==> src/rtl/ddr_rd_sched.sv <==
// ddr_rd_sched
// Sequences DDR read bursts that refill the 128-bit pixel cache FIFO.
// A refill request arrives as a level on rd_start from the pixel_clk domain.
// Each request issues one burst command at a linear frame address. Returned
// beats are forwarded as cache FIFO writes, and burst completion is
// signalled with rd_end. Everything runs on sclk.
//
// Ports
//   sclk           in   system / DDR-side clock
//   rst_n          in   asynchronous active-low reset
//   rd_start       in   refill request level (asynchronous to sclk)
//   frame_sync     in   sclk pulse: the next burst restarts at BASE_ADDR
//   cmd_valid      out  burst command valid
//   cmd_ready      in   command accepted by the read master
//   cmd_addr       out  burst start byte address
//   cmd_len        out  beats per burst minus one (constant)
//   rd_data_valid  in   read master returning a beat
//   rd_data        in   beat data
//   cache_wr_en    out  cache FIFO write enable
//   rd_128bit_data out  cache FIFO write data
//   rd_end         out  one-cycle burst-complete pulse
//   busy           out  scheduler not idle
//   err            out  sticky beat-timeout flag
module ddr_rd_sched #(
  parameter int          ADDR_W       = 29,
  parameter int unsigned BASE_ADDR    = 0,
  parameter int          BURST_LEN    = 64,
  parameter int          FRAME_BURSTS = 3072,
  parameter int          TIMEOUT      = 1023
) (
  input  logic              sclk,
  input  logic              rst_n,
  input  logic              rd_start,
  input  logic              frame_sync,
  output logic              cmd_valid,
  input  logic              cmd_ready,
  output logic [ADDR_W-1:0] cmd_addr,
  output logic [7:0]        cmd_len,
  input  logic              rd_data_valid,
  input  logic [127:0]      rd_data,
  output logic              cache_wr_en,
  output logic [127:0]      rd_128bit_data,
  output logic              rd_end,
  output logic              busy,
  output logic              err
);

  localparam int IDX_W = (FRAME_BURSTS > 1) ? $clog2(FRAME_BURSTS) : 1;
  localparam int WD_W  = $clog2(TIMEOUT + 1);

  localparam logic [ADDR_W-1:0] BASE_V      = ADDR_W'(BASE_ADDR);
  localparam logic [ADDR_W-1:0] BURST_BYTES = ADDR_W'(BURST_LEN * 16);
  localparam logic [7:0]        LAST_BEAT   = 8'(BURST_LEN - 1);
  localparam logic [IDX_W-1:0]  LAST_IDX    = IDX_W'(FRAME_BURSTS - 1);
  localparam logic [WD_W-1:0]   WD_LAST     = WD_W'(TIMEOUT - 1);

  typedef enum logic [1:0] {IDLE, CMD, DATA, DONE} state_t;

  state_t            state, state_nx;
  logic              sync_p0, sync_p1, sync_p2;
  logic              req_pulse;
  logic              req_pend;
  logic              fs_pend;
  logic              aborted;
  logic [7:0]        beat_cnt;
  logic [WD_W-1:0]   wdog;
  logic [IDX_W-1:0]  burst_idx;
  logic              vld_p1;
  logic [127:0]      data_p1;
  logic              beat_in;
  logic              timeout_hit;

  // ---- stage p0..p2: rd_start synchronizer and registered rising-edge detect
  always_ff @(posedge sclk or negedge rst_n) begin
    if (!rst_n) begin
      sync_p0   <= 1'b0;
      sync_p1   <= 1'b0;
      sync_p2   <= 1'b0;
      req_pulse <= 1'b0;
    end else begin
      sync_p0   <= rd_start;
      sync_p1   <= sync_p0;
      sync_p2   <= sync_p1;
      req_pulse <= sync_p1 & ~sync_p2;
    end
  end

  assign beat_in     = (state == DATA) && rd_data_valid;
  assign timeout_hit = (state == DATA) && !rd_data_valid && (wdog == WD_LAST);

  // ---- burst sequencing FSM
  always_ff @(posedge sclk or negedge rst_n) begin
    if (!rst_n) state <= IDLE;
    else        state <= state_nx;
  end

  always_comb begin
    state_nx = state;
    unique case (state)
      IDLE: if (req_pulse || req_pend) state_nx = CMD;
      CMD:  if (cmd_ready) state_nx = DATA;
      DATA: begin
        if (beat_in && (beat_cnt == LAST_BEAT)) state_nx = DONE;
        else if (timeout_hit)                   state_nx = DONE;
      end
      DONE: state_nx = IDLE;
      default: state_nx = IDLE;
    endcase
  end

  always_comb begin
    cmd_valid = (state == CMD);
    rd_end    = (state == DONE);
    busy      = (state != IDLE);
  end

  // ---- burst bookkeeping: counters, pending flags, frame position
  always_ff @(posedge sclk or negedge rst_n) begin
    if (!rst_n) begin
      beat_cnt  <= '0;
      wdog      <= '0;
      burst_idx <= '0;
      req_pend  <= 1'b0;
      fs_pend   <= 1'b0;
      aborted   <= 1'b0;
      err       <= 1'b0;
    end else begin
      // Leaving IDLE consumes any pending request; while busy, requests
      // (including one landing in DONE) merge into a single pending flag.
      req_pend <= (state != IDLE) ? (req_pend | req_pulse) : 1'b0;

      unique case (state)
        IDLE: begin
          if (frame_sync) burst_idx <= '0;
        end
        CMD: begin
          if (frame_sync) fs_pend <= 1'b1;
          if (cmd_ready) begin
            beat_cnt <= '0;
            wdog     <= '0;
            aborted  <= 1'b0;
          end
        end
        DATA: begin
          if (frame_sync) fs_pend <= 1'b1;
          if (rd_data_valid) begin
            beat_cnt <= beat_cnt + 8'd1;
            wdog     <= '0;
          end else begin
            wdog <= wdog + 1'b1;
          end
          if (timeout_hit) begin
            err     <= 1'b1;
            aborted <= 1'b1;
          end
        end
        DONE: begin
          // A frame restart wins over the normal advance; an aborted burst
          // keeps its index so the same address is fetched again.
          if (fs_pend || frame_sync) burst_idx <= '0;
          else if (!aborted)         burst_idx <= (burst_idx == LAST_IDX) ? '0 : burst_idx + 1'b1;
          fs_pend <= 1'b0;
        end
        default: ;
      endcase
    end
  end

  // ---- stage p1: returned beat registered into the cache write port
  always_ff @(posedge sclk or negedge rst_n) begin
    if (!rst_n) begin
      vld_p1  <= 1'b0;
      data_p1 <= '0;
    end else begin
      vld_p1 <= beat_in;
      if (beat_in) data_p1 <= rd_data;
    end
  end

  assign cache_wr_en    = vld_p1;
  assign rd_128bit_data = data_p1;
  assign cmd_len        = LAST_BEAT;
  // burst_idx only moves in IDLE or DONE, so the address is stable in CMD.
  assign cmd_addr       = BASE_V + ADDR_W'(burst_idx) * BURST_BYTES;

endmodule
==> config.mk <==
export PLATFORM = sky130hd
export DESIGN_NAME = ddr_rd_sched
export DESIGN_NICKNAME = d
export VERILOG_FILES = /design/src/rtl/ddr_rd_sched.sv
export SDC_FILE = /design/constraint.sdc
export NUM_CORES = 1
export LEC_CHECK = 0
export ABC_AREA = 0
export BUFFER_PORTS_ARGS = -buffer_cell sky130_fd_sc_hd__clkbuf_2
export CAP_MARGIN = 30
export CORE_AREA = 2 2 136 138
export DETAILED_ROUTE_END_ITERATION = 8
export DIE_AREA = 0 0 138 140
export MAX_ROUTING_LAYER = met4
export PLACE_DENSITY_LB_ADDON = 0.2
export SYNTH_ARGS = -nofsm -noshare
export SYNTH_HDL_FRONTEND = slang
export SYNTH_SLANG_ARGS = --single-unit
==> constraint.sdc <==
create_clock -name sclk -period 3 [get_ports sclk]
set_input_delay 0.3 -clock sclk [delete_from_list [all_inputs] [get_ports sclk]]
set_output_delay 0.3 -clock sclk [all_outputs]
set_load 0.05 [all_outputs]
==> results.py, run 1 <==
metrics = {
    "status": {
        "status": "completed",
    },
    "floorplan": {
        "ios": 304,
        "die_x_um": 138,
        "die_y_um": 140,
        "start_util_pct": 39.7,
        "fp-row-count": 49,
        "dieArea_um2": 19300,
        "coreArea_um2": 17800,
    },
    "timing": {
        "max_slew_margin_pct": 31.9,
        "setup_tns_ns": 0,
        "final_hold_viol_count": 0,
        "post-route-period-util_pct": 79.7,
        "fin_skew_ns": 0.00823,
        "fin_crit_ns": 2.39,
        "drv_slew": 0,
        "fin_hold_ws_ns": 0.109,
        "timing.fmax_ghz": 0.418,
        "worst_slack_ns": 0.608,
        "rsz0062_at_grt": "no",
        "tightest_slew_ns": 1.02,
        "finalSetupViolations": 0,
    },
    "global_routing": {
        "overflow": 0,
        "track_usage_pct": 18.4,
        "grt_max_degree": 82,
        "grt_antenna_before_repair": 0,
        "grt_pass1_vias": 5485,
        "grt_pass1_wl_mm": 27.7,
    },
    "setup_path": {
        "crit_type": "flip-flop to flip-flop",
        "startpoint_type": "flip-flop",
        "critPathMaxFanout": 11,
        "reg2reg_slack_ns": 0.61,
        "reg2reg_depth": 6,
        "cp_data_arrival_time_ns": 2.74,
        "r2r_end": "wdog[7]$_DFFE_PN0P_",
        "reg2reg_from": "state[0]$_DFFE_PN0P_",
        "crit_path_end_kind": "flip-flop",
        "crit_required_ns": 3.35,
    },
    "synthesis": {
        "synthCells": 517,
        "synth_cell_types": 44,
        "yosysWarnings": 0,
        "synth.yosys.seq_area_share_pct": 59.9,
        "synth-main-ff-cell": "dfrtp_1",
        "synth_area_leaders": "dfrtp_1 60%, mux2_2 21%, buf_4 2.7%, ha_1 1.6%, o21ai_0 1.3%",
        "synth_area_um2": 7060,
        "yosysTopAreaCell": "dfrtp_1",
        "syn_area_per_cell_um2": 13.6,
        "synth_edf_count": 0,
        "synthArstFlopShare_pct": 100,
        "ys_seq_elements": 169,
        "yosysMostFrequentCell": "dfrtp_1",
        "synthDominantCellAreaShare_pct": 59.9,
        "synth_common_cells": "169 x dfrtp_1, 130 x mux2_2, 25 x buf_4",
    },
    "finish": {
        "fin_area_um2": 9220,
        "num_antenna_cells": 0,
        "nets": 940,
        "area_growth_pct": 30.6,
        "drive_above_1_share_pct": 55.4,
    },
    "worst_hold_path": {
        "whs_path_depth": 2,
        "hold_path_end": "rd_128bit_data[84]$_DFFE_PN0P_",
        "hp-start": "rd_data[84]",
        "hp-class": "primary input to flip-flop",
    },
    "clocking": {
        "clk_latency_ns": 0.41,
        "cts_sinks": 169,
        "htree_levels": 4,
        "clkSlewWorstSetupHoldPaths_ns": 0.07,
        "root_buffer": "clkbuf_16",
        "cts_resized": 0,
        "numCtsBuffers": 17,
        "post-cts-setup-buffers": 0,
        "clockBufferDepth": 2,
        "cts_tree": "yes",
    },
    "routing": {
        "post_drt_wl_per_cell_um": 16.5,
        "drt_iter0_drc": 208,
        "wl_mm": 17.2,
        "num_vias": 5130,
        "drc": 0,
        "first_pass_iters": 4,
        "viasPerCell": 4.94,
        "ant_nets": 0,
    },
    "place": {
        "gp_congestion": 0.837,
        "dp_slack_ns": 0.669,
        "port_buffers": 278,
        "place_hpwl_mm": 12.8,
        "dpl_cell_area_um2": 8610,
    },
    "power": {
        "ir_drop_mv": 0.898,
        "power.leakage_nw": 4.46,
        "p_per_area_nw_per_um2": 1350,
    },
    "run": {
        "cap_violations": 0,
    },
}
==> worst max-delay path, stage by stage (launching register included) <==
cell and delay (ns):
dfrtp_1 0.42, inv_1 0.12, ha_1 0.39, nor2b_1 0.53, nor2_1 0.24, or4_1 0.54
nand2_1 0.09
==> repair_timing <==
item	in CTS	in global routing
hold buffers	2	0
hold endpoints to repair	80	0
endpoints found under the setup margin	0	0
==> sequential cells by signal, summed over array words and instances (netlist names), 2 cells and up <==
| name | cells |
|---|---|
| beat_cnt | 8 |
| burst_idx | 12 |
| rd_128bit_data | 128 |
| state | 2 |
| wdog | 10 |
==> cells by family (layout without fill, tap and decap cells) <==
kind of cell,after synthesis,after routing,synth area share (%)
DFF,169,169,59.9
muxes,134,134,21.4
and+or+nand+nor,94,94,7.16
buffers and inverters,57,327,4.66
AOI/OAI and AO/OA,42,42,3.92
xor gates and xnor gates,10,10,1.24
adders and majority gates,9,9,1.60
other,2,25,0.106
==> layout make-up <==
class                      count  area, um2
fill                        1586       8560
sequential                   169       4230
multi-input combinational    314       2590
timing repair buffer         285       1490
clock buffer                  19        443
tap                          229        287
clock inverter                13        143
inverter                      10       37.5
==> layer usage <==
layer,wire length (um),global-route usage (%),vias up
met2,8690,30.3,215
met5,0,-,-
met1,6610,20.7,2542
met4,590,8.38,0
li1,-,-,2336
met3,1270,5.57,37
==> cells in the final DEF, fill, tap and decap left out, drive strengths merged, types with 2 or more instances in the layout <==
cell type,n
a21oi,2
a22o,2
a31oi,6
a32oi,2
and2,2
and3,4
and4,3
buf,6
bufinv,2
clkbuf,296
clkinv,6
conb,25
dfrtp,169
dlygate4sd3,2
ha,9
inv,14
mux2,130
mux2i,4
nand2,23
nand2b,5
nand3,13
nand4,9
nor2,17
nor2b,3
nor3,3
nor3b,2
nor4,4
o21ai,18
o31ai,5
or3,2
or4,2
xnor2,7
xor2,3
==> where the power goes <==
group / switching (mW) / leakage, nW / total, mW / internal [mW]
clock network: 0.919 / 0.290 / 2.18 / 1.26
registers: 0.537 / 2.04 / 3.80 / 3.26
logic: 4.69 / 2.13 / 6.45 / 1.75
total: 6.15 / 4.46 / 12.4 / 6.27
==> stage by stage <==
step                instances  util (%)  total power [mW]
floorplan                 540         -              8.76
global placement         1005      48.4              10.2
detailed placement       1005      48.4              10.3
CTS                      1039      51.8              12.6
global route             1039      51.8              13.0
finish                   1039      51.8              12.4
==> worst max path at each step <==
stage / slack [ns] / from / depth (start not counted) / end
3_3_place_gp: 0.73 / state[0]$_DFFE_PN0P_ / 6 / wdog[7]$_DFFE_PN0P_
4_1_cts: 0.62 / state[0]$_DFFE_PN0P_ / 6 / wdog[7]$_DFFE_PN0P_
2_1_floorplan: 0.77 / state[1]$_DFFE_PN0P_ / 6 / wdog[7]$_DFFE_PN0P_
5_1_grt: 0.41 / state[0]$_DFFE_PN0P_ / 6 / wdog[7]$_DFFE_PN0P_
3_5_place_dp: 0.67 / state[0]$_DFFE_PN0P_ / 6 / wdog[7]$_DFFE_PN0P_
6_report: 0.61 / state[0]$_DFFE_PN0P_ / 6 / wdog[7]$_DFFE_PN0P_
Note: power is estimated with default switching activity, not from simulation.
==> inputs of run 2 (changes only) <==
==> constraint.sdc (replaced) <==
create_clock -name sclk -period 1.9 [get_ports sclk]
set_input_delay 0.19 -clock sclk [delete_from_list [all_inputs] [get_ports sclk]]
set_output_delay 0.19 -clock sclk [all_outputs]
set_load 0.05 [all_outputs]
==> results.py, run 2 (synthesis results as in run 1) <==
metrics = {
    "power": {
        "power_mw": 20.4,
        "power.leakage_nw": 5.01,
        "ir_drop_mv": 1.29,
        "pwr-share-seq_pct": 29.6,
        "clkPwrFrac_pct": 17.8,
        "p_per_area_nw_per_um2": 1940,
        "p_switching_mw": 9.93,
        "intPower_mw": 10.5,
        "sw_frac_of_total_pct": 48.7,
        "comb_power_share_pct": 52.6,
    },
    "clocking": {
        "cts_tree": "yes",
        "clockBufferDepth": 2,
        "htree_levels": 4,
        "root_buffer": "clkbuf_16",
        "numCtsBuffers": 17,
        "cts_sinks": 169,
        "clkSlewWorstSetupHoldPaths_ns": 0.07,
        "clk_latency_ns": 0.42,
    },
    "status": {
        "status": "completed",
    },
    "setup_path": {
        "cp_data_arrival_time_ns": 2.22,
        "endpoint": "wdog[7]$_DFFE_PN0P_",
        "crit_slowest_cell": "or4_1",
        "critPathMaxFanout": 7,
        "path_depth": 6,
        "reg2reg_slack_ns": 0.03,
        "crit_required_ns": 2.25,
        "crit_path_end_kind": "flip-flop",
        "reg2reg_from": "state[1]$_DFFE_PN0P_",
        "critPathLaunch": "state[1]$_DFFE_PN0P_",
        "startpoint_type": "flip-flop",
        "crit_chain": "inv_1 -> ha_4 -> mux2i_4 -> nor2_1 -> or4_1 -> nand2_1",
        "reg2reg_depth": 6,
        "crit_type": "flip-flop to flip-flop",
        "slowest_delay_ns": 0.50,
        "r2r_end": "wdog[7]$_DFFE_PN0P_",
        "path_delay_family": "simple AND/OR/NAND/NOR gates",
        "crit_buf_inv": 1,
    },
    "timing": {
        "rsz0062_at_grt": "yes",
        "final_hold_viol_count": 0,
        "finalSetupViolations": 0,
        "setup_tns_ns": 0,
        "post-route-period-util_pct": 98.5,
        "fin_hold_ws_ns": 0.0139,
        "timing.fmax_ghz": 0.534,
        "drv_slew": 0,
        "fin_crit_ns": 1.87,
        "worst_slack_ns": 0.0277,
        "max_slew_margin_pct": 66.2,
        "fin_skew_ns": 0.0131,
        "tightest_slew_ns": 0.507,
    },
    "global_routing": {
        "grt_pass1_vias": 5970,
        "grt_pass1_wl_mm": 30.1,
        "overflow": 0,
        "track_usage_pct": 20.0,
        "grt_antenna_before_repair": 0,
        "grt_max_degree": 57,
    },
    "place": {
        "place_hpwl_mm": 13.3,
        "dp_slack_ns": 0.0270,
        "dpl_cell_area_um2": 8810,
        "gp_congestion": 0.835,
        "dp.cells": 1023,
        "port_buffers": 278,
    },
    "routing": {
        "wl_mm": 18.9,
        "post_drt_wl_per_cell_um": 16.3,
        "drc": 0,
        "num_vias": 5597,
        "viasPerCell": 4.83,
        "ant_nets": 0,
        "first_pass_iters": 6,
        "drt_iter0_drc": 184,
    },
    "finish": {
        "num_antenna_cells": 0,
        "area_growth_pct": 49.0,
        "drive_above_1_share_pct": 51.8,
        "fillers": 1463,
        "fin_area_um2": 10500,
        "register_area_um2": 4230,
        "final_util_pct": 59.1,
        "layout_common_cells": "276 x clkbuf_2, 166 x dfrtp_1, 130 x mux2_2, 103 x dlygate4sd3_1, 25 x conb_1",
        "multi_input_area_um2": 2650,
        "layout.cells.most_common": "clkbuf_2",
        "nets": 1062,
        "finalNonFillerCells": 1160,
        "largest_reg_flops": 128,
    },
    "floorplan": {
        "die_y_um": 140,
        "ios": 304,
        "dieArea_um2": 19300,
        "coreArea_um2": 17800,
        "fp-row-count": 49,
        "start_util_pct": 39.7,
        "die_x_um": 138,
    },
    "worst_hold_path": {
        "hp-class": "primary input to flip-flop",
    },
    "run": {
        "cap_violations": 0,
    },
}
==> run 2: changes by cell type in the layout (fill, tap and decap cells not counted), moves of 2 or more <==
| cell | previous run | this run |
|---|---|---|
| dfrtp_1 | 169 | 166 |
| dfrtp_2 | 0 | 3 |
| ha_1 | 9 | 6 |
| dlygate4sd3_1 | 2 | 103 |
| o31ai_2 | 0 | 3 |
| buf_12 | 3 | 5 |
| clkinv_2 | 4 | 2 |
| o21ai_1 | 0 | 3 |
| o31ai_1 | 5 | 2 |
| o21ai_0 | 18 | 15 |
| ha_4 | 0 | 2 |
| buf_4 | 2 | 20 |
==> run 2: how the worst min path moves through the flow <==
stage / startpoint / end / slack, ns / cells past startpoint
2_1_floorplan: rst_n / aborted$_DFFE_PN0P_ / -0.11 / 0
3_3_place_gp: rst_n / beat_cnt[5]$_DFFE_PN0P_ / 0.17 / 1
3_5_place_dp: rst_n / beat_cnt[5]$_DFFE_PN0P_ / 0.17 / 1
4_1_cts: rd_data[54] / rd_128bit_data[54]$_DFFE_PN0P_ / 0.00002 / 2
5_1_grt: rd_data[120] / rd_128bit_data[120]$_DFFE_PN0P_ / 0.003 / 2
6_report: rd_data[83] / rd_128bit_data[83]$_DFFE_PN0P_ / 0.01 / 2
==> run 2: worst reg2reg max path: stages, from the launching register on <==
cell and delay [ns]:
dfrtp_1 0.43, inv_1 0.18, ha_4 0.20, mux2i_4 0.32
nor2_1 0.10, or4_1 0.50, nand2_1 0.08
==> run 2: power by group through the flow <==
| stage | logic (mW) | clock network (mW) | registers, mW |
|---|---|---|---|
| floorplan | 2.96 | 0 | 11.0 |
| global placement | 10.4 | 0 | 6.00 |
| detailed placement | 10.5 | 0 | 6.05 |
| CTS | 10.7 | 3.73 | 6.04 |
| global route | 11.2 | 3.88 | 6.24 |
| finish | 10.7 | 3.63 | 6.03 |
==> run 2: per-layer routing <==
layer | track usage, % | share of wire, %
met1 | 22.7 | 39
met2 | 33.6 | 52
met3 | 5.85 | 6.4
met4 | 7.79 | 2.7
met5 | - | 0
==> run 2: timing repair <==
item / 4_1_cts / 5_1_grt
resized for setup: 0 / 12
setup buffers: 0 / 3
hold buffers: 102 / 1
setup endpoints to repair: 0 / 94
hold endpoints to repair: 149 / 1
==> run 2: layout make-up <==
cell class / count / share of cell area [%]
flip-flops and latches: 169 / 40.3
repair buffers: 407 / 25.6
multi-input cells: 314 / 25.2
clock buffers: 19 / 4.31
well taps: 229 / 2.73
clock inverters: 12 / 1.55
inverters: 10 / 0.393
==> inputs of run 3 (changes only) <==
--- a/config.mk
+++ b/config.mk
@@ -6,7 +6,7 @@
 export NUM_CORES = 1
 export LEC_CHECK = 0
 export ABC_AREA = 0
-export BUFFER_PORTS_ARGS = -buffer_cell sky130_fd_sc_hd__clkbuf_2
+export BUFFER_PORTS_ARGS = -buffer_cell sky130_fd_sc_hd__buf_2
 export CAP_MARGIN = 30
 export CORE_AREA = 2 2 136 138
 export DETAILED_ROUTE_END_ITERATION = 8
==> constraint.sdc (replaced) <==
create_clock -name sclk -period 2 [get_ports sclk]
set_input_delay 0.2 -clock sclk [delete_from_list [all_inputs] [get_ports sclk]]
set_output_delay 0.2 -clock sclk [all_outputs]
set_load 0.05 [all_outputs]
==> results.py, run 3 (synthesis results as in run 1) <==
metrics = {
    "power": {
        "comb_power_share_pct": 53.0,
        "power.leakage_nw": 4.92,
        "pwr-share-seq_pct": 29.7,
        "p_per_area_nw_per_um2": 1840,
        "clkPwrFrac_pct": 17.3,
        "sw_frac_of_total_pct": 49.0,
        "intPower_mw": 9.75,
        "p_switching_mw": 9.38,
        "ir_drop_mv": 1.43,
    },
    "global_routing": {
        "track_usage_pct": 20.0,
        "grt_antenna_before_repair": 3,
        "overflow": 0,
        "grt_max_degree": 61,
        "grt_pass1_vias": 6145,
        "grt_pass1_wl_mm": 30.2,
    },
    "finish": {
        "area_growth_pct": 47.7,
        "drive_above_1_share_pct": 51.1,
        "layout.cells.most_common": "buf_2",
        "nets": 1057,
        "largest_reg_flops": 128,
        "final_util_pct": 58.6,
        "layout_common_cells": "277 x buf_2, 167 x dfrtp_1, 130 x mux2_2, 100 x dlygate4sd3_1, 25 x conb_1",
    },
    "routing": {
        "post_drt_wl_per_cell_um": 16.2,
        "num_vias": 5640,
        "first_pass_iters": 5,
        "ant_nets": 0,
        "drc": 0,
        "drt_iter0_drc": 240,
        "viasPerCell": 4.87,
        "wl_mm": 18.7,
    },
    "floorplan": {
        "die_x_um": 138,
        "die_y_um": 140,
        "fp-row-count": 49,
        "coreArea_um2": 17800,
        "start_util_pct": 39.7,
        "ios": 304,
        "dieArea_um2": 19300,
    },
    "setup_path": {
        "critPathLaunch": "state[0]$_DFFE_PN0P_",
        "r2r_end": "rd_128bit_data[119]$_DFFE_PN0P_",
        "crit_slowest_cell": "dfrtp_1",
        "crit_path_end_kind": "flip-flop",
        "crit_required_ns": 2.30,
        "slowest_delay_ns": 0.42,
        "startpoint_type": "flip-flop",
        "crit_buf_inv": 2,
        "path_delay_family": "flip-flops",
        "reg2reg_slack_ns": 0.12,
        "reg2reg_from": "state[0]$_DFFE_PN0P_",
        "endpoint": "rd_128bit_data[119]$_DFFE_PN0P_",
        "crit_chain": "inv_1 -> ha_2 -> and2_4 -> buf_12 -> mux2_2",
        "cp_data_arrival_time_ns": 2.18,
        "path_depth": 5,
        "reg2reg_depth": 5,
        "crit_type": "flip-flop to flip-flop",
        "critPathMaxFanout": 58,
    },
    "timing": {
        "timing.fmax_ghz": 0.531,
        "fin_crit_ns": 1.88,
        "finalSetupViolations": 0,
        "drv_slew": 0,
        "setup_tns_ns": 0,
        "worst_slack_ns": 0.116,
        "tightest_slew_ns": 0.602,
        "final_hold_viol_count": 0,
        "max_slew_margin_pct": 59.9,
        "post-route-period-util_pct": 94.2,
        "rsz0062_at_grt": "no",
        "fin_skew_ns": 0.0143,
    },
    "clocking": {
        "htree_levels": 4,
        "cts_tree": "yes",
        "clk_latency_ns": 0.42,
        "post-cts-setup-buffers": 0,
        "root_buffer": "clkbuf_16",
        "numCtsBuffers": 17,
        "clockBufferDepth": 2,
        "cts_sinks": 169,
        "clkSlewWorstSetupHoldPaths_ns": 0.07,
    },
    "worst_hold_path": {
        "hp-class": "primary input to flip-flop",
    },
    "run": {
        "cap_violations": 0,
    },
    "place": {
        "dp_slack_ns": 0.0488,
        "port_buffers": 278,
        "gp_congestion": 0.808,
        "place_hpwl_mm": 13.2,
    },
    "status": {
        "status": "completed",
    },
}
[run 3: cell count changes in the layout (fill, tap and decap cells not counted), sizes merged]
cell,delta
clkbuf,-277
inv,+2
buf,+274
clkinvlp,+1
diode,+3
bufinv,-1
dlygate4sd3,-3
[run 3: area by class of cell]
| type | instances | area [um2] |
|---|---|---|
| Clock inverter | 14 | 163 |
| Inverter | 10 | 37.5 |
| Timing Repair Buffer | 402 | 2670 |
| Clock buffer | 18 | 429 |
| Fill cell | 1461 | 7360 |
| Antenna cell | 3 | 7.51 |
| Multi-Input combinational cell | 314 | 2600 |
| Tap cell | 229 | 287 |
| Sequential cell | 169 | 4230 |
[run 3: worst min path at each step]
stage                           start                             end  slack, ns  cells after the start
final                     rd_data[54]  rd_128bit_data[54]$_DFFE_PN0P_       0.02                      2
after detailed placement        rst_n  rd_128bit_data[57]$_DFFE_PN0P_       0.23                      1
after global routing      rd_data[95]  rd_128bit_data[95]$_DFFE_PN0P_     0.0006                      2
after CTS                 rd_data[77]  rd_128bit_data[77]$_DFFE_PN0P_     0.0001                      2
after floorplan                 rst_n             aborted$_DFFE_PN0P_       -0.1                      0
after global placement          rst_n         beat_cnt[0]$_DFFE_PN0P_       0.22                      1
[run 3: what timing repair did]
action	CTS	global route
endpoints found under the setup margin	0	112
hold buffers	97	3
gates resized for setup	0	2
hold endpoints to repair	151	3
[run 3: layer usage]
| layer | GRT usage [%] | vias to the layer above | wire (um) |
|---|---|---|---|
| met5 | - | - | 0 |
| met4 | 8.11 | 0 | 619 |
| met3 | 6.87 | 46 | 1370 |
| met2 | 33.8 | 218 | 9630 |
| met1 | 21.8 | 2792 | 7130 |
| li1 | - | 2584 | - |
[run 3: power by group through the flow]
stage / clock (mW) / combinational (mW) / sequential, mW
2_1_floorplan: 0 / 2.73 / 10.4
3_3_place_gp: 0 / 9.86 / 5.64
3_5_place_dp: 0 / 10.0 / 5.71
4_1_cts: 3.37 / 10.2 / 5.69
5_1_grt: 3.54 / 10.6 / 5.88
6_report: 3.31 / 10.1 / 5.68
[run 3: per-stage QoR]
step	std cells	area, um2	hold slack [ns]	power, mW
4_1_cts	1153	10400	0.000124	19.2
3_3_place_gp	1024	8810	0.218	15.5
3_5_place_dp	1024	8810	0.229	15.7
5_1_grt	1159	10400	0.000569	20.0
6_report	1159	10400	0.0186	19.1
2_1_floorplan	540	7150	-0.0956	13.1
